**src/rtl/rv_run_pkg.sv**
```systemverilog
// -----------------------------------------------------------------------------
// rv_run_pkg
//   Shared types and default constants for the rv32i_core run controller.
//   - run_state_t : sequencer phase (reset hold, active run, terminal done)
//   - verdict_t   : latched end-of-test verdict; flags are decoded from it
//   - DEF_PASS_SIG / DEF_FAIL_SIG : default write-back signature values
// -----------------------------------------------------------------------------
package rv_run_pkg;

    typedef enum logic [1:0] {
        RUN_RESET,
        RUN_ACTIVE,
        RUN_DONE
    } run_state_t;

    typedef enum logic [2:0] {
        V_NONE,
        V_PASS,
        V_FAIL,
        V_TIMEOUT,
        V_HANG
    } verdict_t;

    localparam logic [31:0] DEF_PASS_SIG = 32'h600D_600D;
    localparam logic [31:0] DEF_FAIL_SIG = 32'hBAD0_BAD0;

endpackage

```
**src/rtl/rv_run_sat_cnt.sv**
```systemverilog
// -----------------------------------------------------------------------------
// rv_run_sat_cnt
//   Parametrised up-counter that sticks at all-ones instead of wrapping.
//   Ports:
//     clk      in  1  rising-edge clock
//     rst      in  1  asynchronous active-high reset (count -> 0)
//     i_clr    in  1  synchronous clear, wins over i_inc
//     i_inc    in  1  increment by one unless already saturated
//     o_count  out W  current count
// -----------------------------------------------------------------------------
module rv_run_sat_cnt #(
    parameter int W = 8
) (
    input  logic         clk,
    input  logic         rst,
    input  logic         i_clr,
    input  logic         i_inc,
    output logic [W-1:0] o_count
);

    logic [W-1:0] r_count;

    // NOTE: state registers use non-blocking assignments so every flop samples
    // pre-edge values regardless of process evaluation order.
    always_ff @(posedge clk or posedge rst) begin
        if (rst) begin
            r_count <= '0;
        end else if (i_clr) begin
            r_count <= '0;
        end else if (i_inc && (r_count != '1)) begin
            r_count <= r_count + 1'b1;
        end
    end

    assign o_count = r_count;

endmodule

```
**src/rtl/rv_run_controller.sv**
```systemverilog
// -----------------------------------------------------------------------------
// rv_run_controller
//   Run/reset sequencer and end-of-test monitor for the rv32i_core bench.
//   Holds the core in reset for RESET_CYCLES edges, then runs it while
//   counting cycles and retired write-backs, and latches exactly one verdict:
//   fail signature > pass signature > cycle budget timeout > hang.
//   Optional feature macro: RUN_HANG_DETECT_EN (idle write-back hang detect).
//   Ports:
//     clk            in   1      rising-edge clock
//     rst            in   1      asynchronous active-high reset
//     wb_valid       in   1      write-back data valid
//     wb_write_data  in   XLEN   write-back data
//     core_rst       out  1      registered core reset, active-high
//     test_done      out  1      any verdict latched (sticky until rst)
//     test_pass      out  1      pass signature seen
//     test_fail      out  1      fail signature seen
//     test_timeout   out  1      cycle budget exhausted
//     test_hang      out  1      idle hang detected (0 without the macro)
//     cycle_count    out  CNT_W  RUN cycles elapsed, frozen once done
//     retire_count   out  CNT_W  wb_valid beats in RUN, frozen once done
// -----------------------------------------------------------------------------
module rv_run_controller
    import rv_run_pkg::*;
#(
    parameter int               XLEN         = 32,
    parameter int               CNT_W        = 32,
    parameter int               RESET_CYCLES = 2,
    parameter int               MAX_CYCLES   = 100,
    parameter logic [XLEN-1:0]  PASS_SIG     = XLEN'(DEF_PASS_SIG),
    parameter logic [XLEN-1:0]  FAIL_SIG     = XLEN'(DEF_FAIL_SIG),
    parameter int               HANG_CYCLES  = 16
) (
    input  logic             clk,
    input  logic             rst,
    input  logic             wb_valid,
    input  logic [XLEN-1:0]  wb_write_data,
    output logic             core_rst,
    output logic             test_done,
    output logic             test_pass,
    output logic             test_fail,
    output logic             test_timeout,
    output logic             test_hang,
    output logic [CNT_W-1:0] cycle_count,
    output logic [CNT_W-1:0] retire_count
);

    localparam int RST_W = (RESET_CYCLES > 1) ? $clog2(RESET_CYCLES) : 1;

    run_state_t       r_state, w_state_nxt;
    verdict_t         r_verdict, w_verdict_nxt;
    logic             r_core_rst, w_core_rst_nxt;
    logic [RST_W-1:0] w_rst_cnt;
    logic             w_in_reset;
    logic             w_in_run;
    logic             w_beat;
    logic             w_hang;

    assign w_in_reset = (r_state == RUN_RESET);
    assign w_in_run   = (r_state == RUN_ACTIVE);
    // A beat only counts while running with the core out of reset; DONE and
    // RESET ignore the write-back stream entirely.
    assign w_beat     = w_in_run & ~r_core_rst & wb_valid;

    rv_run_sat_cnt #(.W(RST_W)) u_rst_cnt (
        .clk     (clk),
        .rst     (rst),
        .i_clr   (1'b0),
        .i_inc   (w_in_reset),
        .o_count (w_rst_cnt)
    );

    rv_run_sat_cnt #(.W(CNT_W)) u_cycle_cnt (
        .clk     (clk),
        .rst     (rst),
        .i_clr   (1'b0),
        .i_inc   (w_in_run),
        .o_count (cycle_count)
    );

    rv_run_sat_cnt #(.W(CNT_W)) u_retire_cnt (
        .clk     (clk),
        .rst     (rst),
        .i_clr   (1'b0),
        .i_inc   (w_beat),
        .o_count (retire_count)
    );

`ifdef RUN_HANG_DETECT_EN
    localparam int IDLE_W = $clog2(HANG_CYCLES + 1);

    logic [IDLE_W-1:0] w_idle_cnt;

    rv_run_sat_cnt #(.W(IDLE_W)) u_idle_cnt (
        .clk     (clk),
        .rst     (rst),
        .i_clr   (w_beat),
        .i_inc   (w_in_run & ~w_beat),
        .o_count (w_idle_cnt)
    );

    // This idle edge would be the HANG_CYCLES-th in a row.
    assign w_hang    = w_in_run & ~w_beat & (w_idle_cnt == IDLE_W'(HANG_CYCLES - 1));
    assign test_hang = (r_verdict == V_HANG);
`else
    logic w_unused_hang_cfg;

    assign w_unused_hang_cfg = (HANG_CYCLES > 0);
    assign w_hang            = 1'b0;
    assign test_hang         = 1'b0;
`endif

    always_ff @(posedge clk or posedge rst) begin
        if (rst) begin
            r_state    <= RUN_RESET;
            r_verdict  <= V_NONE;
            r_core_rst <= 1'b1;
        end else begin
            r_state    <= w_state_nxt;
            r_verdict  <= w_verdict_nxt;
            r_core_rst <= w_core_rst_nxt;
        end
    end

    // NOTE: every output of this block is given its hold value first, so no
    // path through the case leaves a signal unassigned (no latch).
    always_comb begin
        w_state_nxt    = r_state;
        w_verdict_nxt  = r_verdict;
        w_core_rst_nxt = r_core_rst;

        case (r_state)
            RUN_RESET: begin
                if (w_rst_cnt == RST_W'(RESET_CYCLES - 1)) begin
                    w_state_nxt    = RUN_ACTIVE;
                    w_core_rst_nxt = 1'b0;
                end
            end
            RUN_ACTIVE: begin
                // Signatures outrank the timeout on the boundary cycle.
                if (w_beat && (wb_write_data == FAIL_SIG)) begin
                    w_verdict_nxt = V_FAIL;
                end else if (w_beat && (wb_write_data == PASS_SIG)) begin
                    w_verdict_nxt = V_PASS;
                end else if (cycle_count == CNT_W'(MAX_CYCLES - 1)) begin
                    w_verdict_nxt = V_TIMEOUT;
                end else if (w_hang) begin
                    w_verdict_nxt = V_HANG;
                end
                if (w_verdict_nxt != V_NONE) begin
                    w_state_nxt = RUN_DONE;
                end
            end
            default: begin
                // RUN_DONE is terminal until rst.
            end
        endcase
    end

    assign core_rst     = r_core_rst;
    assign test_done    = (r_verdict != V_NONE);
    assign test_pass    = (r_verdict == V_PASS);
    assign test_fail    = (r_verdict == V_FAIL);
    assign test_timeout = (r_verdict == V_TIMEOUT);

endmodule

```
**config.mk**
```make
export PLATFORM = sky130hd
export DESIGN_NAME = rv_run_controller
export DESIGN_NICKNAME = d
export VERILOG_FILES = /design/src/rtl/rv_run_pkg.sv /design/src/rtl/rv_run_sat_cnt.sv /design/src/rtl/rv_run_controller.sv
export SDC_FILE = /design/constraint.sdc
export NUM_CORES = 1
export LEC_CHECK = 0
export ABC_AREA = 0
export BUFFER_PORTS_ARGS = -buffer_cell sky130_fd_sc_hd__clkbuf_2
export CORE_MARGIN = 3
export CORE_UTILIZATION = 30
export DETAILED_ROUTE_END_ITERATION = 6
export HOLD_SLACK_MARGIN = 0.1
export PLACE_DENSITY = 0.58
export SLEW_MARGIN = 5
export SYNTH_ARGS = -nofsm -noshare
export SYNTH_HDL_FRONTEND = slang
export SYNTH_SLANG_ARGS = --single-unit
```
**constraint.sdc**
```tcl
create_clock -name clk -period 2.6 [get_ports clk]
set_input_delay 0.39 -clock clk [delete_from_list [all_inputs] [get_ports clk]]
set_output_delay 0.39 -clock clk [all_outputs]
set_load 0.005 [all_outputs]
```
==> qor_table.md, run 1 <==
| Stage | Quantity | Value |
|---|---|---|
| yosys | Number of cells produced by synthesis | 362 |
| yosys | Synthesis Warnings | 0 |
| yosys | Mean instance size in the synthesized netlist | 10.42 µm² |
| floorplan | Die extent in y | 118.2 µm |
| clocking | Clk pin slew, worst setup/hold paths | 50 ps |
| min path | Hold/Removal Path Class | reg -> reg |
| clocking | CTS tree | built |
| yosys | Portion of synthesized cell area occupied by the leading cell type | 0.4642 |
| clocking | Sink Count | 71 |
| route | DR WL/cell | 14.52 µm |
| pwr | Power after layout | 2.377 mW |
| yosys | Syn_nets | 399 |
| route | Total wire length | 9.452 mm |
| pwr | Worst supply voltage drop on vdd | 447.1 µV |
| grt | Wire length of the first global-routing pass | 16.39 mm |
| pwr | Power density relative to cell area | 490.2 nW/µm² |
| sta | Final Hold Violating Endpoints | 0 |
| grt | Antenna violations before repair | 0 |
| grt | Total Routing Usage GR | 0.1410 |
| placed design | Half-perimeter wire length after detailed placement | 7.251 mm |
| grt | Pin count of the biggest net entering global routing | 33 |
| grt | Met2 capacity usage during global routing | 0.2240 |
| clocking | CTS root buf | sky130_fd_sc_hd__clkbuf_16 |
| grt | Global Route met1 Usage | 0.1866 |
| worst setup path | Critical path class | reg -> reg |
| floorplan | Area of the die | 13,960 µm² |
| sta | Setup TNS | 0 ps |
| yosys | Biggest area contributors in the synthesized netlist | sky130_fd_sc_hd__dfrtp_1 (46%), sky130_fd_sc_hd__xnor2_1 (11%), sky130_fd_sc_hd__nand4_1 (5.3%) |
| yosys | Number of different library cells in the post-synthesis netlist | 50 |
| sta | Fmax achieved | 0.4409 GHz |
| finish | Register area | 1778 µm² |
| clocking | Maximum count of clock buffers along a single path | 2 |
| run | MaxCap Viol Count | 0 |
| route | Detail Route Antenna Nets | 0 |
| worst setup path | Arrival time reported for the critical path endpoint | 2470 ps |
| finish | Antenna diode count | 0 |
| placed design | Routability cong. | 0.8220 |
| finish | Combined area of the multi-input logic cells | 1943 µm² |
| finish | Area growth syn-to-layout | 28.51% |
| finish | Most common cell after layout, fill and taps aside | sky130_fd_sc_hd__clkbuf_2 |
| yosys | Async SR Flop Fraction | 1.000 |
| yosys | Proportion of synthesized chip area in sequential cells | 0.4712 |
| floorplan | Core ar. | 12,160 µm² |
| outcome | Status | finished, final reports clean |
| route | DR iter-0 viols | 176 |
| sta | Max-slew violation total from the final report | 0 |
| worst setup path | Buffers & Inverters on Critical Path | 0 |
| yosys | Netlist Area Pre-Place | 3774 µm² |
| yosys | Number of register bits inferred by synthesis | 71 |
| clocking | Total number of H-tree levels | 3 |
| grt | Met3 capacity usage during global routing | 0.04593 |
| yosys | Dominant synthesized flop cell | sky130_fd_sc_hd__dfrtp_1 |
| sta | Time the worst path needs with I/O delays and setup | 2268 ps |
| grt | Number of global-route vias before repair | 3,262 |
| yosys | Number of enable-type register cells in the synthesized netlist | 0 |
| clocking | Later-pin clock latency in the skew report | 320 ps |
| sta | Slew at the pin closest to its max-slew limit | 683.8 ps |
| floorplan | Initial standard-cell utilization of the core | 0.3103 |
| worst setup path | Gate family responsible for the most delay along the worst path | simple AND/OR/NAND/NOR gates |
| worst setup path | Startpoint class of the critical path | flop |
| sta | Rel. slew slack | 0.5420 |
| finish | Commonest cells after routing, fill and taps aside | sky130_fd_sc_hd__clkbuf_2 (103), sky130_fd_sc_hd__dfrtp_1 (70), sky130_fd_sc_hd__xnor2_1 (47), sky130_fd_sc_hd__nand2_1 (39), sky130_fd_sc_hd__nand4_1 (32) |
| worst setup path | Delay contributed by the slowest stage of the critical path | 580 ps |
| clocking | Number of buffers created by CTS | 9 |
| floorplan | Die span in x | 118.2 µm |
| finish | Final net count | 518 |
| sta | Layout Skew | 4.761 ps |
| sta | RSZ-0062 raised after global routing | no |
| finish | Fraction of layout cells with a size suffix above 1 | 0.3188 |
| floorplan | Top Ports | 105 |
| worst setup path | Crit end category | flop |
| worst setup path | Required time at the endpoint of the critical path | 2800 ps |
| route | Total iterations of the first detailed-routing run | 4 |
| clocking | Post-CTS Setup Repair Bufs | 0 |
| sta | Post-layout worst setup margin | 331.8 ps |
| worst setup path | Critical Path, Cell by Cell | ha_1, nand4_2, or4_4, a211oi_4, nand4_1, xnor2_1 |
| worst setup path | Maximum fanout along the worst path | 8 |
| placed design | Number of buffers added on ports | 103 |
| worst setup path | Critical path's slowest cell | sky130_fd_sc_hd__or4_4 |
| route | DRC violation count after routing | 0 |
| grt | Overflow left after global routing | 0 |
| sta | Setup-failing EPs final | 0 |
| placed design | Setup Slack @ Placement | 320.1 ps |
| floorplan | Count of standard-cell rows | 40 |
| grt | Grt peak-use layer | met2 |
| finish | Number of fillers in the final layout | 1,220 |
| pwr | Lkg Pwr | 2.195 nW |
| yosys | Largest area contributor in the synthesized netlist | sky130_fd_sc_hd__dfrtp_1 |
| route | Routed via count divided by cell count | 4.914 |
| route | Total via count in the routed design | 3,199 |
| sta | Post-route fraction of the period consumed by the critical path | 0.8724 |
| clocking | Cells resized by post-CTS repair | 0 |
report_power, final:
| group | switching (mW) | internal [mW] |
|---|---|---|
| clock network | 0.425 | 0.779 |
| logic | 0.0361 | 0.0290 |
| registers | 0.00124 | 1.11 |
area by class of cell:
class                           count  share of cell area
Tap cell                          168             0.04334
Timing Repair Buffer              114              0.1264
Multi-Input combinational cell    280              0.4007
Sequential cell                    71              0.3666
Clock buffer                       12             0.05289
Inverter                            5            0.003870
Clock inverter                      1            0.006192
final timing paths:
path	startpoint	end	slack, ps	cells after the start
hold / removal	u_rst_cnt.o_count$_DFFE_PP0P_	u_rst_cnt.o_count$_DFFE_PP0P_	440	2
hold reg to reg	u_rst_cnt.o_count$_DFFE_PP0P_	u_rst_cnt.o_count$_DFFE_PP0P_	440	2
setup reg to reg	u_cycle_cnt.o_count[0]$_DFFE_PP0P_	u_cycle_cnt.o_count[22]$_DFFE_PP0P_	330	6
max in group asynchronous	rst	core_rst$_DFFE_PP1P_	1280	4
setup / recovery	u_cycle_cnt.o_count[0]$_DFFE_PP0P_	u_cycle_cnt.o_count[22]$_DFFE_PP0P_	330	6
min in group asynchronous	rst	u_cycle_cnt.o_count[7]$_DFFE_PP0P_	630	3
synthesized netlist by cell type (4+ instances only):
| cell type | n |
|---|---|
| sky130_fd_sc_hd__dfrtp_1 | 70 |
| sky130_fd_sc_hd__xnor2_1 | 47 |
| sky130_fd_sc_hd__nand2_1 | 39 |
| sky130_fd_sc_hd__nand4_1 | 32 |
| sky130_fd_sc_hd__nand3_1 | 24 |
| sky130_fd_sc_hd__nor2_1 | 21 |
| sky130_fd_sc_hd__xor2_1 | 15 |
| sky130_fd_sc_hd__nor4_1 | 11 |
| sky130_fd_sc_hd__and3_1 | 9 |
| sky130_fd_sc_hd__nor3_1 | 7 |
| sky130_fd_sc_hd__nor3_2 | 7 |
| sky130_fd_sc_hd__nor4b_1 | 7 |
| sky130_fd_sc_hd__and4_1 | 6 |
| sky130_fd_sc_hd__inv_1 | 5 |
| sky130_fd_sc_hd__clkbuf_1 | 4 |
per-stage QoR:
step	cell area [µm²]	hold WS (ps)	utilization	cells
floorplan	3774	414.6	-	362
global placement	4553	424.9	0.3744	637
detailed placement	4553	435.1	0.3744	637
CTS	4850	448.8	0.3988	651
global route	4850	502.1	0.3988	651
finish	4850	441.5	0.3988	651
flip-flops by register name, summed over array words and instances (netlist names):
signal and count:
u_cycle_cnt.o_count 32, u_rst_cnt.o_count 1, u_retire_cnt.o_count 32, core_rst 1, r_state 2, r_verdict 3
metal layers:
layer	share of wire	wire (µm)
met3	0.067	632
met1	0.44	4206
met2	0.48	4517
met5	0	0
met4	0.010	97
cells by family after synthesis:
kind of cell	after synthesis	share of synthesized area
muxes	2	0.005968
adders and majority gates	2	0.006630
DFF	71	0.4712
buffers and inverters	11	0.01393
other	1	0.0009937
and+or+nand+nor	198	0.3259
AOI/OAI and AO/OA	15	0.03150
xor gates and xnor gates	62	0.1439
worst register-to-register path, delay by kind of cell, from the launching register on:
kind	cells	cell delay [ps]
and+or+nand+nor	3	920
DFF	1	420
AOI/OAI and AO/OA	1	400
adders and majority gates	1	260
xor gates and xnor gates	1	150
timing repair:
action	CTS	global route
endpoints found under the setup margin	0	0
hold buffers	1	0
hold endpoints to repair	20	0
Note: power is estimated with default switching activity, not from simulation.
==> inputs of run 2 (changes only) <==
- ABC_CLOCK_PERIOD_IN_PS: not set -> 2600
- PLACE_DENSITY: 0.58 -> 0.57
- SYNTH_HIERARCHICAL: not set -> 1
==> qor_table.md, run 2 <==
| Stage | Quantity | Value | Change |
|---|---|---|---|
| floorplan | Core ar. | 13,350 µm² | +9.8% |
| route | Routed metal-1 wirelength | 4.828 mm | +15% |
| yosys | Mean instance size in the synthesized netlist | 9.285 µm² | -11% |
| route | Total via count in the routed design | 4,098 | +28% |
| min path | Hold EP | r_verdict[0]$_DFFE_PP0N_ |  |
| worst setup path | Crit end category | flop |  |
| route | DRC violation count after routing | 0 | unchanged |
| finish | Non-Filler Instances | 752 | +16% |
| sta | Fmax achieved | 0.4210 GHz | -4.5% |
| clocking | Total number of H-tree levels | 3 | unchanged |
| floorplan | Die extent in y | 123.2 µm | +4.3% |
| yosys | Number of cells produced by synthesis | 444 | +23% |
| worst setup path | Arrival time reported for the critical path endpoint | 2630 ps | +160 ps |
| yosys | Biggest area contributors in the synthesized netlist | sky130_fd_sc_hd__dfrtp_1 (42%), sky130_fd_sc_hd__a21oi_1 (6.7%), sky130_fd_sc_hd__o31ai_1 (5.5%) |  |
| yosys | Proportion of synthesized chip area in sequential cells | 0.4313 | -0.03989 |
| route | Detailed route wirelength on metal2 | 5.538 mm | +23% |
| min path | Startpoint of the most critical hold path | wb_write_data[16] |  |
| placed design | Half-perimeter wire length after detailed placement | 8.268 mm | +14% |
| sta | Time the worst path needs with I/O delays and setup | 2376 ps | +107.4 ps |
| route | Total iterations of the first detailed-routing run | 6 | +2 |
| floorplan | Initial standard-cell utilization of the core | 0.3089 | -0.001420 |
| worst setup path | Worst flop-to-flop path startpoint | u_cycle_cnt/o_count[0]$_DFFE_PP0P_ |  |
| sta | Post-layout worst setup margin | 224.4 ps | -107.4 ps |
| clocking | Maximum count of clock buffers along a single path | 2 | unchanged |
| route | DR WL/cell | 14.66 µm | +0.97% |
| floorplan | Count of standard-cell rows | 42 | +5.0% |
| grt | Wire length of the first global-routing pass | 18.23 mm | +11% |
| yosys | Leading cell types by count after synthesis | sky130_fd_sc_hd__dfrtp_1 (70), sky130_fd_sc_hd__a21oi_1 (55), sky130_fd_sc_hd__o31ai_1 (30), sky130_fd_sc_hd__or4_1 (29), sky130_fd_sc_hd__nand2_1 (28) |  |
| route | Detail Route Antenna Nets | 0 | unchanged |
| route | Routed via count divided by cell count | 5.449 | +11% |
| yosys | Async SR Flop Fraction | 1.000 | unchanged |
| sta | Slew at the pin closest to its max-slew limit | 819.0 ps | +135.2 ps |
| worst setup path | Startpoint class of the critical path | flop |  |
| sta | Max-slew violation total from the final report | 0 | unchanged |
| floorplan | Top Ports | 105 | unchanged |
| sta | Final Hold Violating Endpoints | 0 | unchanged |
| clocking | Sink Count | 71 | unchanged |
| placed design | Setup Slack @ Placement | 216.6 ps | -103.6 ps |
| sta | Setup TNS | 0 ps | unchanged |
| finish | Commonest cells after routing, fill and taps aside | sky130_fd_sc_hd__clkbuf_2 (103), sky130_fd_sc_hd__dfrtp_1 (70), sky130_fd_sc_hd__a21oi_1 (55), sky130_fd_sc_hd__o31ai_1 (30), sky130_fd_sc_hd__or4_1 (29) |  |
| worst setup path | Critical path class | reg -> reg |  |
| min path | Hold/Removal Path Class | in -> reg |  |
| sta | Rel. slew slack | 0.4493 | -0.09266 |
| yosys | Portion of synthesized cell area occupied by the leading cell type | 0.4249 | -0.03930 |
| route | Total wire length | 11.02 mm | +17% |
| worst setup path | Register-to-register path setup slack | 220 ps | -110 ps |
| route | Uppermost routed layer | met4 |  |
| min path | Number of stages on the worst hold path | 4 | +2 |
| finish | Fraction of layout cells with a size suffix above 1 | 0.2691 | -0.04974 |
| sta | Setup-failing EPs final | 0 | unchanged |
| worst setup path | Maximum fanout along the worst path | 14 | +6 |
| placed design | Placed insts | 735 | +15% |
| grt | Total Routing Usage GR | 0.1492 | +0.008244 |
| worst setup path | Reg2reg end | u_cycle_cnt/o_count[30]$_DFFE_PP0P_ |  |
| route | DR iter-0 viols | 303 | +72% |
| clocking | Clk pin slew, worst setup/hold paths | 60 ps | about the same |
| clocking | Post-CTS Setup Repair Bufs | 0 | unchanged |
| floorplan | Die span in x | 123.2 µm | +4.3% |
| sta | Layout Skew | 7.922 ps | +3.161 ps |
| worst setup path | Logic depth of the worst register-to-register path | 6 | unchanged |
| placed design | Placement-stage cell area | 4935 µm² | +8.4% |
| finish | Most common cell after layout, fill and taps aside | sky130_fd_sc_hd__clkbuf_2 |  |
| sta | RSZ-0062 raised after global routing | no |  |
| run | MaxCap Viol Count | 0 | unchanged |
| worst setup path | Required time at the endpoint of the critical path | 2860 ps | +60 ps |
| yosys | Largest area contributor in the synthesized netlist | sky130_fd_sc_hd__dfrtp_1 |  |
| yosys | Number of different library cells in the post-synthesis netlist | 53 | +6.0% |
| outcome | Status | finished, final reports clean |  |
| sta | Worst Hold Margin | 471.6 ps | +30.09 ps |
| yosys | Netlist Area Pre-Place | 4123 µm² | +9.3% |
| yosys | Number of register bits inferred by synthesis | 71 | unchanged |
| placed design | Number of buffers added on ports | 103 | unchanged |
| pwr | Worst supply voltage drop on vdd | 259.6 µV | -42% |
| pwr | Power density relative to cell area | 477.4 nW/µm² | -2.6% |
| finish | Area growth syn-to-layout | 27.92% |  |
| sta | Post-route fraction of the period consumed by the critical path | 0.9137 | +0.04131 |
| yosys | Number of enable-type register cells in the synthesized netlist | 0 | unchanged |
| grt | Overflow left after global routing | 0 | unchanged |
| placed design | Routability cong. | 0.8099 | -1.5% |
| route | Met3 routed WL | 533 µm | -16% |
| yosys | Dominant synthesized flop cell | sky130_fd_sc_hd__dfrtp_1 |  |
| grt | Pin count of the biggest net entering global routing | 33 | unchanged |
| pwr | Lkg Pwr | 2.217 nW | +0.99% |
| clocking | Later-pin clock latency in the skew report | 330 ps | about the same |
| finish | Final Cell Area | 5274 µm² | +8.7% |
| clocking | CTS tree | built |  |
| yosys | Synthesis Warnings | 6 | +6 |
| clocking | Number of buffers created by CTS | 9 | unchanged |
| yosys | Leading cell type by number of instances after synthesis | sky130_fd_sc_hd__dfrtp_1 |  |
| finish | Final net count | 608 | +17% |
| grt | Number of global-route vias before repair | 3,771 | +16% |
| clocking | CTS root buf | sky130_fd_sc_hd__clkbuf_16 |  |
| finish | Antenna diode count | 0 | unchanged |
| grt | Antenna violations before repair | 0 | unchanged |
| floorplan | Area of the die | 15,180 µm² | +8.8% |
[run 2: cell types whose count changed after synthesis, moves of 11 or more]
cell	change
sky130_fd_sc_hd__a21oi_1	+52
sky130_fd_sc_hd__xnor2_1	-43
sky130_fd_sc_hd__o31ai_1	+30
sky130_fd_sc_hd__or4_1	+27
sky130_fd_sc_hd__or3_1	+24
sky130_fd_sc_hd__o21ai_0	+21
sky130_fd_sc_hd__inv_1	+15
sky130_fd_sc_hd__nand4_1	-15
sky130_fd_sc_hd__xor2_1	-13
sky130_fd_sc_hd__nand2_1	-11
[run 2: power breakdown]
part	internal (mW)	switching [mW]
Combinational	0.0269	0.0524
Clock	0.866	0.467
Sequential	1.11	0.0000000000121
[run 2: logic make-up (layout without fill, tap and decap cells)]
logic type	count (synthesis)	in the layout	synth area share
compound gates	130	130	0.1994
other cells	1	12	0.0009096
flops	71	71	0.4313
fa+ha+maj	2	2	0.006069
buf+inv	33	154	0.03521
simple gates	199	199	0.3096
xor+xnor	6	6	0.01275
mux	2	2	0.004856
[run 2: cell type report]
type	count	area [µm²]
fillers	1342	8074
multi-input cells	351	2246
flip-flops and latches	71	1778
repair buffers	118	630.6
clock buffers	11	242.7
well taps	176	220.2
clock inverters	5	81.33
inverters	20	75.07
[run 2: worst max path at each step]
stage	start	end	slack, ps	cells past startpoint
6_report	u_cycle_cnt/o_count[0]$_DFFE_PP0P_	u_cycle_cnt/o_count[30]$_DFFE_PP0P_	220	6
4_1_cts	r_state[1]$_DFFE_PP0P_	u_cycle_cnt/o_count[27]$_DFFE_PP0P_	200	8
3_5_place_dp	r_state[1]$_DFFE_PP0P_	u_cycle_cnt/o_count[27]$_DFFE_PP0P_	220	8
5_1_grt	u_cycle_cnt/o_count[24]$_DFFE_PP0P_	u_cycle_cnt/o_count[14]$_DFFE_PP0P_	5	5
3_3_place_gp	u_cycle_cnt/o_count[0]$_DFFE_PP0P_	u_cycle_cnt/o_count[30]$_DFFE_PP0P_	290	6
2_1_floorplan	u_cycle_cnt/o_count[0]$_DFFE_PP0P_	u_cycle_cnt/o_count[20]$_DFFE_PP0P_	380	7
[run 2: repair_timing]
| action | in CTS | in global routing |
|---|---|---|
| resized for setup | 0 | 1 |
| endpoints found under the setup margin | 0 | 1 |
| hold endpoints to repair | 6 | 0 |
| hold buffers | 1 | 0 |
[run 2: stage by stage]
| stage | power, mW | utilization |
|---|---|---|
| 6_report | 2.518 | 0.3951 |
| 5_1_grt | 2.623 | 0.3951 |
| 4_1_cts | 2.571 | 0.3947 |
| 3_5_place_dp | 1.201 | 0.3697 |
| 3_3_place_gp | 1.199 | 0.3697 |
| 2_1_floorplan | 1.163 | - |
[run 2: critical path: stages (launching register included)]
cell	delay (ps)
sky130_fd_sc_hd__dfrtp_1	430
sky130_fd_sc_hd__ha_1	220
sky130_fd_sc_hd__nand2_1	120
sky130_fd_sc_hd__or4_4	480
sky130_fd_sc_hd__or3_4	420
sky130_fd_sc_hd__or4_1	480
sky130_fd_sc_hd__a21oi_1	160
[run 2: layer usage]
| layer | vias to the layer above | track usage |
|---|---|---|
| li1 | 2002 | - |
| met1 | 1999 | 0.1883 |
| met2 | 84 | 0.2463 |
| met3 | 13 | 0.04483 |
| met4 | 0 | 0.04498 |
| met5 | - | 0 |
==> inputs of run 3 (changes only) <==
- CORE_MARGIN: 3 -> 1
- CTS_CLUSTER_SIZE: not set -> 8
==> qor_table.md, run 3 (same netlist as run 2, synthesis figures left out) <==
| Stage | Quantity | Value | Change |
|---|---|---|---|
| sta | Time the worst path needs with I/O delays and setup | 2418 ps | +42.21 ps |
| grt | Total Routing Usage GR | 0.1637 | +0.01450 |
| sta | Setup TNS | 0 ps | unchanged |
| sta | RSZ-0062 raised after global routing | no |  |
| grt | Antenna violations before repair | 0 | unchanged |
| sta | Slew at the pin closest to its max-slew limit | 795.1 ps | -23.94 ps |
| placed design | Routability cong. | 0.8183 | +1.0% |
| worst setup path | Critical path class | reg -> reg |  |
| floorplan | Area of the die | 14,210 µm² | -6.4% |
| finish | Most common cell after layout, fill and taps aside | sky130_fd_sc_hd__clkbuf_2 |  |
| placed design | Half-perimeter wire length after detailed placement | 8.093 mm | -2.1% |
| grt | Wire length of the first global-routing pass | 18.88 mm | +3.6% |
| finish | Commonest cells after routing, fill and taps aside | sky130_fd_sc_hd__clkbuf_2 (103), sky130_fd_sc_hd__dfrtp_1 (70), sky130_fd_sc_hd__a21oi_1 (55), sky130_fd_sc_hd__o31ai_1 (30), sky130_fd_sc_hd__or4_1 (29) |  |
| sta | Final Hold Violating Endpoints | 0 | unchanged |
| floorplan | Initial standard-cell utilization of the core | 0.3089 | unchanged |
| worst setup path | Arrival time reported for the critical path endpoint | 2670 ps | +40 ps |
| grt | Number of global-route vias before repair | 3,971 | +5.3% |
| clocking | Maximum count of clock buffers along a single path | 2 | unchanged |
| run | MaxCap Viol Count | 0 | unchanged |
| outcome | Status | finished, final reports clean |  |
| floorplan | Core ar. | 13,350 µm² | unchanged |
| clocking | CTS root buf | sky130_fd_sc_hd__clkbuf_16 |  |
| finish | Area growth syn-to-layout | 26.95% |  |
| grt | Pin count of the biggest net entering global routing | 33 | unchanged |
| floorplan | Top Ports | 105 | unchanged |
| finish | Final net count | 612 | +0.66% |
| grt | Overflow left after global routing | 0 | unchanged |
| worst setup path | Reg2reg end | u_cycle_cnt/o_count[28]$_DFFE_PP0P_ |  |
| sta | Post-route fraction of the period consumed by the critical path | 0.9299 | +0.01624 |
| finish | Final core utilization | 0.3921 | -0.003000 |
| clocking | CTS tree | built |  |
| clocking | Clk pin slew, worst setup/hold paths | 50 ps | about the same |
| route | DR iter-0 viols | 207 | -32% |
| pwr | Worst supply voltage drop on vdd | 244.2 µV | -5.9% |
| placed design | Placed insts | 739 | +0.54% |
| route | Detail Route Antenna Nets | 0 | unchanged |
| worst setup path | Crit end category | flop |  |
| clocking | Later-pin clock latency in the skew report | 330 ps | about the same |
| pwr | Power after layout | 2.286 mW | -9.2% |
| route | Total via count in the routed design | 4,187 | +2.2% |
| clocking | Total number of H-tree levels | 3 | unchanged |
| clocking | Number of buffers created by CTS | 9 | unchanged |
| route | DRC violation count after routing | 0 | unchanged |
| sta | Setup-failing EPs final | 0 | unchanged |
| pwr | Power density relative to cell area | 436.7 nW/µm² | -8.5% |
| sta | Rel. slew slack | 0.4654 | +0.01610 |
| floorplan | Count of standard-cell rows | 42 | unchanged |
| worst setup path | Worst flop-to-flop path startpoint | u_cycle_cnt/o_count[1]$_DFFE_PP0P_ |  |
| clocking | Sink Count | 71 | unchanged |
| route | Routed via count divided by cell count | 5.538 | +1.6% |
| finish | Antenna diode count | 0 | unchanged |
| worst setup path | Register-to-register path setup slack | 180 ps | -40 ps |
| placed design | Number of buffers added on ports | 103 | unchanged |
| floorplan | Die span in x | 119.2 µm | -3.2% |
| finish | Number of fillers in the final layout | 1,390 | +3.6% |
| worst setup path | Required time at the endpoint of the critical path | 2850 ps | about the same |
| worst setup path | Logic depth of the worst register-to-register path | 6 | unchanged |
| sta | Max-slew violation total from the final report | 0 | unchanged |
| finish | Non-Filler Instances | 756 | +0.53% |
| worst setup path | Maximum fanout along the worst path | 14 | unchanged |
| worst setup path | Timing endpoint of the critical path | u_cycle_cnt/o_count[28]$_DFFE_PP0P_ |  |
| sta | Worst Hold Margin | 481.3 ps | +9.723 ps |
| sta | Layout Skew | 6.887 ps | -1.035 ps |
| worst setup path | Startpoint class of the critical path | flop |  |
| route | Total wire length | 10.90 mm | -1.2% |
| sta | Fmax achieved | 0.4136 GHz | -1.7% |
| route | Total iterations of the first detailed-routing run | 4 | -2 |
| min path | Hold/Removal Path Class | in -> async |  |
| floorplan | Die extent in y | 119.2 µm | -3.2% |
| finish | Fraction of layout cells with a size suffix above 1 | 0.2690 | about the same |
| clocking | Post-CTS Setup Repair Bufs | 0 | unchanged |
| route | DR WL/cell | 14.41 µm | -1.7% |
| worst setup path | Worst setup path startpoint | u_cycle_cnt/o_count[1]$_DFFE_PP0P_ |  |
| pwr | Lkg Pwr | 2.206 nW | -0.49% |
-- run 3: cell types whose count changed in the layout (fill, tap and decap cells not counted), sizes merged --
cell	change
buf	+4
bufinv	-2
clkbuf	+1
clkinv	+1
-- run 3: final cells by class --
type	instances	area [µm²]	area share
timing repair buffer	122	660.6	0.1262
clock inverter	4	22.52	0.004303
inverter	20	75.07	0.01434
multi-input combinational	351	2241	0.4282
sequential	71	1778	0.3397
clock buffer	12	236.5	0.04518
tap	176	220.2	0.04208
-- run 3: stage by stage --
| stage | setup slack, ps | cell area, µm² |
|---|---|---|
| 2_1_floorplan | 375.2 | 4164 |
| 3_3_place_gp | 317.3 | 4965 |
| 3_5_place_dp | 237.7 | 4965 |
| 4_1_cts | 211.9 | 5234 |
| 5_1_grt | 58.47 | 5234 |
| 6_report | 182.2 | 5234 |
-- run 3: routing by layer --
layer  GRT usage  vias to the layer above  share of wire
li1            -                     2001              -
met1      0.2005                     2081           0.45
met2      0.2787                       95           0.50
met3     0.04454                       10          0.044
met4     0.04905                        0         0.0091
met5           0                        -              0
-- run 3: worst max-delay path, cell delays in order (launching register included) --
cell,delay (ps)
sky130_fd_sc_hd__dfrtp_1,430
sky130_fd_sc_hd__ha_1,240
sky130_fd_sc_hd__nand2_1,130
sky130_fd_sc_hd__or4_4,480
sky130_fd_sc_hd__or3_4,420
sky130_fd_sc_hd__or4_1,490
sky130_fd_sc_hd__a21oi_1,160
-- run 3: worst min-delay path by stage --
| stage | cells past startpoint | start | slack (ps) | endpoint |
|---|---|---|---|---|
| 2_1_floorplan | 1 | rst | 120 | u_rst_cnt/o_count$_DFFE_PP0P_ |
| 3_3_place_gp | 2 | rst | 260 | u_rst_cnt/o_count$_DFFE_PP0P_ |
| 3_5_place_dp | 2 | rst | 260 | u_rst_cnt/o_count$_DFFE_PP0P_ |
| 4_1_cts | 3 | rst | 480 | u_rst_cnt/o_count$_DFFE_PP0P_ |
| 5_1_grt | 3 | rst | 480 | u_rst_cnt/o_count$_DFFE_PP0P_ |
| 6_report | 3 | rst | 480 | u_rst_cnt/o_count$_DFFE_PP0P_ |
-- run 3: power by group --
| group | internal (mW) | switching, mW |
|---|---|---|
| sequential | 1.11 | 0.0000000000118 |
| combinational | 0.0279 | 0.0541 |
| clock | 0.641 | 0.457 |
| total | 1.77 | 0.511 |
-- run 3: timing repair --
action | in CTS | in global routing
hold endpoints to repair | 6 | 0
hold buffers | 1 | 0
gates resized for setup | 0 | 0
